[src/rtl/turbo_st2bus_pkg.sv]
// Shared widths and the packed bus-word record for the decoder-stream to bus-word packer.
package turbo_st2bus_pkg;
    localparam int ST_W           = 8;
    localparam int BUS_W          = 512;
    localparam int NUM_ST_PER_BUS = BUS_W / ST_W;
    localparam int PKT_ID_W       = 16;
    localparam int FIFO_DEPTH     = 2;
    localparam int LANE_W         = $clog2(NUM_ST_PER_BUS);
    localparam int NBEATS_W       = LANE_W + 1;

    typedef enum logic {
        S_IDLE    = 1'b0,
        S_COLLECT = 1'b1
    } state_t;

    typedef struct packed {
        logic [BUS_W-1:0]    data;
        logic [NBEATS_W-1:0] nbeats;
        logic                last;
        logic                abort;
        logic [PKT_ID_W-1:0] pkt_id;
    } word_t;

    function automatic word_t mk_word(input logic [BUS_W-1:0]    data,
                                      input logic [NBEATS_W-1:0] nbeats,
                                      input logic                last,
                                      input logic                abort,
                                      input logic [PKT_ID_W-1:0] pkt_id);
        word_t w;
        w.data   = data;
        w.nbeats = nbeats;
        w.last   = last;
        w.abort  = abort;
        w.pkt_id = pkt_id;
        return w;
    endfunction
endpackage

[src/rtl/turbo_st2bus_fifo.sv]
// Two-entry synchronous FIFO of packed bus words; push is ignored when full, pop when empty.
module turbo_st2bus_fifo
    import turbo_st2bus_pkg::*;
(
    input  logic       clk,
    input  logic       rst,
    input  logic       i_push,
    input  word_t      i_word,
    input  logic       i_pop,
    output word_t      o_word,
    output logic       o_full,
    output logic       o_empty,
    output logic [1:0] o_count
);
    word_t      r_mem [FIFO_DEPTH];
    logic       r_wr_ptr;
    logic       r_rd_ptr;
    logic [1:0] r_count;
    logic       w_do_push;
    logic       w_do_pop;

    assign o_full    = (r_count == 2'(FIFO_DEPTH));
    assign o_empty   = (r_count == 2'd0);
    assign o_count   = r_count;
    assign o_word    = r_mem[r_rd_ptr];
    assign w_do_push = i_push & ~o_full;
    assign w_do_pop  = i_pop & ~o_empty;

    always_ff @(posedge clk) begin
        if (rst) begin
            for (int i = 0; i < FIFO_DEPTH; i++) r_mem[i] <= '0;
            r_wr_ptr <= 1'b0;
            r_rd_ptr <= 1'b0;
            r_count  <= 2'd0;
        end else begin
            if (w_do_push) begin
                r_mem[r_wr_ptr] <= i_word;
                r_wr_ptr        <= ~r_wr_ptr;
            end
            if (w_do_pop) r_rd_ptr <= ~r_rd_ptr;
            case ({w_do_push, w_do_pop})
                2'b10:   r_count <= r_count + 2'd1;
                2'b01:   r_count <= r_count - 2'd1;
                default: r_count <= r_count;
            endcase
        end
    end
endmodule

[src/rtl/turbo_st2bus.sv]
// Packs 8-bit decoder beats into 512-bit tagged bus words.
// state   | meaning: S_IDLE | no packet open, waiting for sop;  S_COLLECT | filling lanes of an open packet
module turbo_st2bus
    import turbo_st2bus_pkg::*;
(
    input  logic                clk_st,
    input  logic                rst,
    input  logic                st_valid,
    output logic                st_ready,
    input  logic                st_sop,
    input  logic                st_eop,
    input  logic [ST_W-1:0]     st_data,
    output logic                bus_valid,
    input  logic                bus_ready,
    output logic [BUS_W-1:0]    bus_data,
    output logic [6:0]          bus_nbeats,
    output logic                bus_last,
    output logic                bus_abort,
    output logic [PKT_ID_W-1:0] bus_pkt_id,
    output logic                err_sop,
    output logic                err_nosop
);
    state_t              r_state, w_state_nxt;
    logic [LANE_W-1:0]   r_lane, w_lane_nxt;
    logic [BUS_W-1:0]    r_asm, w_asm_nxt;
    logic [PKT_ID_W-1:0] r_pkt_id, w_pkt_id_nxt;
    logic                r_pend, w_pend_nxt;
    word_t               r_pend_word, w_pend_word_nxt;
    logic                r_err_sop, w_err_sop;
    logic                r_err_nosop, w_err_nosop;
    logic                w_push;
    word_t               w_push_word;
    word_t               w_head;
    logic                w_fifo_full, w_fifo_empty;
    logic [1:0]          w_fifo_count;
    logic                w_accept;
    logic [BUS_W-1:0]    w_beat_lane0;
    logic [BUS_W-1:0]    w_asm_beat;

    // A sop+eop beat arriving mid-packet yields two words; the second waits in r_pend.
    assign st_ready     = ~rst & ~w_fifo_full & ~r_pend;
    assign w_accept     = st_valid & st_ready;
    assign w_beat_lane0 = BUS_W'(st_data);
    assign w_asm_beat   = r_asm | (w_beat_lane0 << (r_lane * ST_W));

    always_comb begin
        w_state_nxt     = r_state;
        w_lane_nxt      = r_lane;
        w_asm_nxt       = r_asm;
        w_pkt_id_nxt    = r_pkt_id;
        w_pend_nxt      = r_pend;
        w_pend_word_nxt = r_pend_word;
        w_push          = 1'b0;
        w_push_word     = '0;
        w_err_sop       = 1'b0;
        w_err_nosop     = 1'b0;
        if (r_pend) begin
            w_push      = 1'b1;
            w_push_word = r_pend_word;
            if (w_fifo_count != 2'(FIFO_DEPTH)) w_pend_nxt = 1'b0;
        end else if (w_accept) begin
            case (r_state)
                S_IDLE: begin
                    if (!st_sop) begin
                        w_err_nosop = 1'b1;
                    end else if (st_eop) begin
                        w_push       = 1'b1;
                        w_push_word  = mk_word(w_beat_lane0, NBEATS_W'(1), 1'b1, 1'b0, r_pkt_id);
                        w_pkt_id_nxt = r_pkt_id + PKT_ID_W'(1);
                    end else begin
                        w_asm_nxt   = w_beat_lane0;
                        w_lane_nxt  = LANE_W'(1);
                        w_state_nxt = S_COLLECT;
                    end
                end
                S_COLLECT: begin
                    if (st_sop) begin
                        w_push      = 1'b1;
                        w_push_word = mk_word(r_asm, {1'b0, r_lane}, 1'b1, 1'b1, r_pkt_id);
                        w_err_sop   = 1'b1;
                        if (st_eop) begin
                            w_pend_nxt      = 1'b1;
                            w_pend_word_nxt = mk_word(w_beat_lane0, NBEATS_W'(1), 1'b1, 1'b0,
                                                      r_pkt_id + PKT_ID_W'(1));
                            w_pkt_id_nxt    = r_pkt_id + PKT_ID_W'(2);
                            w_asm_nxt       = '0;
                            w_lane_nxt      = '0;
                            w_state_nxt     = S_IDLE;
                        end else begin
                            w_pkt_id_nxt = r_pkt_id + PKT_ID_W'(1);
                            w_asm_nxt    = w_beat_lane0;
                            w_lane_nxt   = LANE_W'(1);
                        end
                    end else if (r_lane == LANE_W'(NUM_ST_PER_BUS - 1) || st_eop) begin
                        w_push      = 1'b1;
                        w_push_word = mk_word(w_asm_beat, {1'b0, r_lane} + NBEATS_W'(1),
                                              st_eop, 1'b0, r_pkt_id);
                        w_asm_nxt   = '0;
                        w_lane_nxt  = '0;
                        if (st_eop) begin
                            w_pkt_id_nxt = r_pkt_id + PKT_ID_W'(1);
                            w_state_nxt  = S_IDLE;
                        end
                    end else begin
                        w_asm_nxt  = w_asm_beat;
                        w_lane_nxt = r_lane + LANE_W'(1);
                    end
                end
                default: w_state_nxt = S_IDLE;
            endcase
        end
    end

    always_ff @(posedge clk_st) begin
        if (rst) begin
            r_state     <= S_IDLE;
            r_lane      <= '0;
            r_asm       <= '0;
            r_pkt_id    <= '0;
            r_pend      <= 1'b0;
            r_pend_word <= '0;
            r_err_sop   <= 1'b0;
            r_err_nosop <= 1'b0;
        end else begin
            r_state     <= w_state_nxt;
            r_lane      <= w_lane_nxt;
            r_asm       <= w_asm_nxt;
            r_pkt_id    <= w_pkt_id_nxt;
            r_pend      <= w_pend_nxt;
            r_pend_word <= w_pend_word_nxt;
            r_err_sop   <= w_err_sop;
            r_err_nosop <= w_err_nosop;
        end
    end

    turbo_st2bus_fifo u_fifo (
        .clk     (clk_st),
        .rst     (rst),
        .i_push  (w_push),
        .i_word  (w_push_word),
        .i_pop   (bus_ready),
        .o_word  (w_head),
        .o_full  (w_fifo_full),
        .o_empty (w_fifo_empty),
        .o_count (w_fifo_count)
    );

    assign bus_valid  = ~w_fifo_empty;
    assign bus_data   = w_head.data;
    assign bus_nbeats = w_head.nbeats;
    assign bus_last   = w_head.last;
    assign bus_abort  = w_head.abort;
    assign bus_pkt_id = w_head.pkt_id;
    assign err_sop    = r_err_sop;
    assign err_nosop  = r_err_nosop;
endmodule
[config.mk]
export PLATFORM = sky130hd
export DESIGN_NAME = turbo_st2bus
export DESIGN_NICKNAME = d
export VERILOG_FILES = /design/src/rtl/turbo_st2bus_pkg.sv /design/src/rtl/turbo_st2bus_fifo.sv /design/src/rtl/turbo_st2bus.sv
export SDC_FILE = /design/constraint.sdc
export NUM_CORES = 2
export LEC_CHECK = 0
export CAP_MARGIN = 20
export CORE_MARGIN = 10
export CORE_UTILIZATION = 55
export CTS_CLUSTER_DIAMETER = 30
export CTS_CLUSTER_SIZE = 28
export DETAILED_ROUTE_END_ITERATION = 12
export GPL_TIMING_DRIVEN = 0
export PLACE_DENSITY = 0.74
export SYNTH_ARGS = -nofsm -noshare
export SYNTH_HDL_FRONTEND = slang
export SYNTH_SLANG_ARGS = --single-unit
[constraint.sdc]
create_clock -name clk_st -period 20.4 [get_ports clk_st]
set_input_delay 2.04 -clock clk_st [delete_from_list [all_inputs] [get_ports clk_st]]
set_output_delay 2.04 -clock clk_st [all_outputs]
set_load 0.005 [all_outputs]
==> results.md <==
* Power Density at approximately 110 nW/um^2
* CTS max path bufs at 4
* DRT iter0 DRCs at around 7400
* Clk sinks at 1642
* Max-Cap Viols at 0
* WP data arrival at between 4 and 5 ns
* Worst setup SP type: input pin
* Final period utilization at 0.327
* DP Area at 74800 sq um
* Worst-path clk slew at 0.05 ns
* Sequential share of the synthesized area at 0.657
* Post-synth EDFFs at 1074
* Setup Skew at approximately 0.076 ns
* Vias in the first global route at around 51000
* Worst Setup SP: rst
* Detailed Routing Iterations Pass 1 at 7
* Total detailed-routing wirelength at roughly 240000 um
* Avg Synthesized Cell Area at about 11 sq um
* Worst-path fanout max at 10
* Via Count at around 53000
* Data required, critical path at approximately 18 ns
* Yosys reg bits at roughly 1600
* Layout fillers at 8002
* Final hold viol count at 0
* Port bufs at 553
* Overall power at 9770 uW
* Die W at 368 um
* RSZ-0062 raised after global routing: no
* Setup CP Type: in -> out
* Pleak at roughly 0.030 uW
* Main synth FF type: edfxtp_1
* Fraction of layout cells with a size suffix above 1 at 0.196
* Post-CTS setup buffer count at 0
* Fmax at ~150 MHz
* Post-route design area at approximately 86000 sq um
* Min-delay src: r_asm[112]
* Vias per std cell at ~6
* DP HPWL at roughly 160000 um
* Status: finished clean
* Switch Pwr at roughly 2200 uW
* H-tree Lvls at 5
* Slowest library cell on the worst path: clkbuf_1
* CTS tree: done
* # hold bufs at CTS at 0
* Clock network latency to the later pin of the worst-skew pair at about 0.92 ns
* Remaining antenna violation count after routing at 0
* Maximum VDD drop at ~0.11 mV
* Root Buffer Master: clkbuf_16
* Synth top area cells: edfxtp_1 (49%), dfxtp_1 (17%), nor2_1 (9.9%), mux2_2 (9.1%), a21oi_1 (7.6%)
* Syn Nets at between 5000 and 6000
* Sw frac at 0.224
* Synth Warn # at 0
* Resize count post-CTS at 0
* Hold WC Path Type: reg -> reg
* TritonCTS Buffers at ~330
* Gr usage total at 0.338
* Largest net degree at the start of global routing at between 60 and 70
* Worst slew margin at 0.152
* Post-route DRC at 0
* Nets at around 6800
* Ordered list of cells on the worst path: clkdlybuf4s50_1, clkbuf_1, clkbuf_1, nor3_1, clkdlybuf4s50_1
* Logic pwr share at 0.074
* DIE AREA at 135000 sq um
* Clock share of power at 0.550
* Asr flop ratio synth at 0
* Aggregate global routing overflow at 0
* Post-synth top area cell: edfxtp_1
* Ports at approximately 560
* Initial core utilization at 0.554
* Final Critical Period at around 6.7 ns
* Site Rows at around 130
* Layout Area Growth over Synthesis at 29.4%
* Initial antenna violation count at 21
* First-pass GRT wire length at between 300000 and 400000 um
* Die height at roughly 370 um
* Unique masters post-synth at 72
* Core ar. at ~120000 sq um
* Sequential power share at 0.376
* Post-synth top area share at 0.485
* Crit path largest cell delay at 0.67 ns
* Post-Syn Area at ~66000 sq um
* Critical R2R Launch: r_lane[1]
* Tightest Pin Transition at 1.27 ns
* Worst setup EP type: output pin
* DR WL/cell at around 28 um
* Cell-internal power at about 7600 uW
* Multi-input gate area at approximately 21000 sq um
* Placer Congestion at about 0.98
* FF/Latch Area at approximately 44000 sq um
* Synthesized instance count at slightly below 6000
* Slew Limit Fails at 0
* Final setup vio count at 0
critical path: cells and delay by family:
| kind | cells | cell delay (ns) |
|---|---|---|
| buffers and inverters | 4 | 2.45 |
| and+or+nand+nor | 1 | 0.12 |
routing by layer:
layer | GRT usage | share of wire
met5 | 0 | 0.00047
met4 | 0.209 | 0.065
met3 | 0.104 | 0.13
met2 | 0.515 | 0.45
met1 | 0.421 | 0.36
through the flow:
step	hold WS [ns]	setup slack (ns)	cells	TNS [ns]	util
final	0.465	13.74	8627	0	0.717
after global routing	0.483	13.79	8615	0	0.716
after CTS	0.466	13.80	8606	0	0.716
after detailed placement	0.453	13.81	8022	0	0.624
after global placement	0.442	-5.29	7987	-5575.96	0.617
after floorplan	0.436	4.04	5822	0	-
worst paths after layout:
path	end	slack, ns	cells after the start
setup / recovery	st_ready	13.74	5
hold / removal	r_asm[112]	0.47	2
setup reg to reg	u_fifo.r_mem[1][226]	16.32	10
hold reg to reg	r_asm[112]	0.47	2
cell families after synthesis:
kind of cell	share of synthesized area
AO/OA/AOI/OAI	0.0941
XOR/XNOR	0.00316
adder cells (fa/ha/maj)	0.00128
buffers and inverters	0.0313
flip-flops	0.657
multiplexers	0.0921
AND/OR/NAND/NOR	0.122
state kept, by name, summed over array words and instances, names as in the netlist, 2 cells and up, named ones only:
signal and count:
u_fifo.r_mem 1074, u_fifo.o_count 2, r_lane 6, r_pend_word 25, r_pkt_id 16, r_asm 512
synth_stat cells (all sizes together) (3+ instances only):
master and number:
a211oi 22, a21o 10, a21oi 1011, a222oi 8, a22o 15, a22oi 50
a311oi 3, a31o 3, and2 25, and3 7, buf 233, clkbuf 186
dfxtp 568, edfxtp 1074, ha 6, inv 10, mux2 537, mux2i 7
nand2 75, nand2b 22, nand3 27, nand3b 3, nand4 10, nor2 1752
nor2b 27, nor3 27, nor4 9, o21ai 21, o22ai 3, or2 6
or3 10, xnor2 17, xor2 7
power groups by stage:
stage	Clock (uW)	Combinational, uW	Sequential (uW)
3_5_place_dp	0	709	3730
3_3_place_gp	0	688	3860
4_1_cts	5370	716	3670
2_1_floorplan	0	291	3800
6_report	5370	721	3670
5_1_grt	5550	742	3680
cell usage in the layout (no fill, tap or decap), drive strengths merged, types with 8 or more instances in the layout:
| cell type | instances |
|---|---|
| clkinvlp | 28 |
| bufinv | 39 |
| xnor2 | 17 |
| o21ai | 21 |
| nor2 | 1752 |
| a22oi | 50 |
| clkinv | 92 |
| nand2 | 75 |
| nand3 | 27 |
| a21o | 10 |
| nand4 | 10 |
| a22o | 15 |
| mux2 | 537 |
| a222oi | 8 |
| inv | 41 |
| and2 | 25 |
| a21oi | 1011 |
| nor2b | 27 |
| edfxtp | 1074 |
| or3 | 10 |
| clkbuf | 582 |
| nand2b | 22 |
| diode | 19 |
| nor3 | 27 |
| a211oi | 22 |
| dfxtp | 568 |
| nor4 | 9 |
| buf | 270 |
| clkdlybuf4s50 | 553 |
layout make-up:
type | count | area share
sequential | 1642 | 0.507
clock inverter | 188 | 0.0256
antenna | 19 | 0.000553
clock buffer | 396 | 0.103
buffer | 419 | 0.0237
multi-input combinational | 3749 | 0.242
inverter | 12 | 0.000524
timing repair buffer | 590 | 0.0738
tap | 1612 | 0.0235
(Power assumes the default switching activity.)
==> patch (same settings) <==
Set the package constant `PKT_ID_W` to 32 (it was 16).
--- a/src/rtl/turbo_st2bus_pkg.sv
+++ b/src/rtl/turbo_st2bus_pkg.sv
@@ -3,7 +3,7 @@
     localparam int ST_W           = 8;
     localparam int BUS_W          = 512;
     localparam int NUM_ST_PER_BUS = BUS_W / ST_W;
-    localparam int PKT_ID_W       = 16;
+    localparam int PKT_ID_W       = 32;
     localparam int FIFO_DEPTH     = 2;
     localparam int LANE_W         = $clog2(NUM_ST_PER_BUS);
     localparam int NBEATS_W       = LANE_W + 1;
Ports: changed (resized bus_pkt_id); port bits go from 555 to 571. No check against the original RTL was run, so the function may have changed too.
==> patch against the unedited design <==
Synthesized area grew 7.0%; sequential share of layout area decreased by 1.4 points; cell area increased by 6.6%; clock power rose by 3%; die area up 6.7%; routed wire length up 8.0%; worst setup slack got worse by 0.13 ns; non-clock buffer count is 189 higher; worst hold slack got worse by 0.0024 ns; sequential power is 3% higher; critical path depth is 9 higher; sequential cell count increased by 64; total power is 3.2% higher; critical path type is now in2reg; largest power group unchanged; highest routed layer unchanged.
==> patch: results (changes against the unedited design) <==
{
  "worst_r2r_endpoint": "u_fifo.r_mem[1][353]$_SDFFCE_PN0P_",
  "worst-r2r-cell-count": {"value": 14, "change": "+4"},
  "grt_first_pass_wirelength": {"value": 371000, "unit": "microns", "change": "+9.7%"},
  "synth_compound_gate_area_share": {"value": 9.42, "unit": "%", "change": "+0.012 points"},
  "cpPeakStageDelay": {"value": 1.04, "unit": "ns", "change": "+0.37 ns"},
  "synth_adder_area_share": {"value": 0.106, "unit": "%", "change": "-0.023 points"},
  "min_to": "r_pend_word[44]$_SDFFE_PP0P_",
  "post_synth_main_area_contributors": "edfxtp_1 (47%), dfxtp_1 (17%), mux2_2 (8.8%)",
  "dp_worst_setup_slack": {"value": 12.88, "unit": "ns", "change": "-0.930 ns"},
  "timing.critical_path.to_type": "register",
  "cts_buf_count": {"value": 336, "change": "+3.1%"},
  "nNetsFinal": {"value": 7220, "change": "+6.8%"},
  "wl_per_cell": {"value": 27.9, "unit": "microns", "change": "+1.3%"},
  "final.hold.worst_slack": {"value": 0.463, "unit": "ns", "change": "-0.00243 ns"},
  "synth-xor-area-share": {"value": 0.591, "unit": "%", "change": "+0.27 points"},
  "drt_first_pass_iters": {"value": 8, "change": "+1"},
  "min_from": "r_pend_word[44]$_SDFFE_PP0P_",
  "max_slew_margin": {"value": 15.4, "unit": "%", "change": "+0.22 points"},
  "synthCells": {"value": 6234, "change": "+7.1%"},
  "worst-endpoint-arrival": {"value": 7.34, "unit": "ns", "change": "+2.72 ns"},
  "grt_use_met3": {"value": 9.58, "unit": "%", "change": "-0.80 points"},
  "outcome": "finished, final reports clean",
  "io_buffers": {"value": 569, "change": "+2.9%"},
  "grtUsageTotal": {"value": 34.1, "unit": "%", "change": "+0.24 points"},
  "synth-edff-count": {"value": 1106, "change": "+3.0%"},
  "route.met2.wl": {"value": 115000, "unit": "microns", "change": "+7.8%"},
  "gp_routability_congestion": {"value": 0.945, "change": "-4.0%"},
  "synth_sequential_area_ratio": {"value": 63.6, "unit": "%", "change": "-2.1 points"},
  "vias_per_cell": {"value": 6.32, "change": "+3.8%"},
  "power.leakage": {"value": 30.6, "unit": "nW", "change": "+2.6%"},
  "dr_wl_met3": {"value": 32900, "unit": "microns", "change": "+9.1%"},
  "syn-num-nets": {"value": 6254, "change": "+7.1%"},
  "multiplexer_share_of_the_synthesized_area": {"value": 8.80, "unit": "%", "change": "-0.41 points"},
  "grt_antenna_before_repair": {"value": 17, "change": "-19%"},
  "post_synth_cell_types": {"value": 68, "change": "-5.6%"},
  "irDropWorstVdd": {"value": 0.0860, "unit": "mV", "change": "-23%"},
  "layout-drive-gt1-share": {"value": 18.6, "unit": "%", "change": "-0.94 points"},
  "use_met2": {"value": 52.1, "unit": "%", "change": "+0.62 points"},
  "cp_max_delay_cell": "a311oi_2",
  "dp_hpwl": {"value": 178000, "unit": "microns", "change": "+10%"},
  "worst_skew_pair.late_latency": {"value": 0.94, "unit": "ns", "change": "+0.02 ns"}
}
patch: final cells by class:
type                            instances  area, sq um  area share, %
Sequential cell                      1706        45200           49.4
Clock buffer                          412         9170           10.0
Multi-Input combinational cell       3948        23500           25.7
Timing Repair Buffer                  628         6920           7.55
Buffer                                570         2390           2.61
Clock inverter                        188         2190           2.39
Antenna cell                            8         20.0         0.0218
Tap cell                             1729         2160           2.36
Inverter                               10         37.5         0.0410
patch: power groups by stage:
stage | Combinational, mW | Clock [mW] | Sequential [mW]
after CTS | 0.783 | 5.50 | 3.79
final | 0.788 | 5.51 | 3.79
after floorplan | 0.321 | 0 | 3.91
after detailed placement | 0.774 | 0 | 3.85
after global routing | 0.813 | 5.68 | 3.79
after global placement | 0.748 | 0 | 3.96
patch: critical path: cells and delay by family:
kind                   cells  cell delay (ns)
AOI/OAI and AO/OA          2             1.25
buffers and inverters      8             2.55
and+or+nand+nor            4             1.28
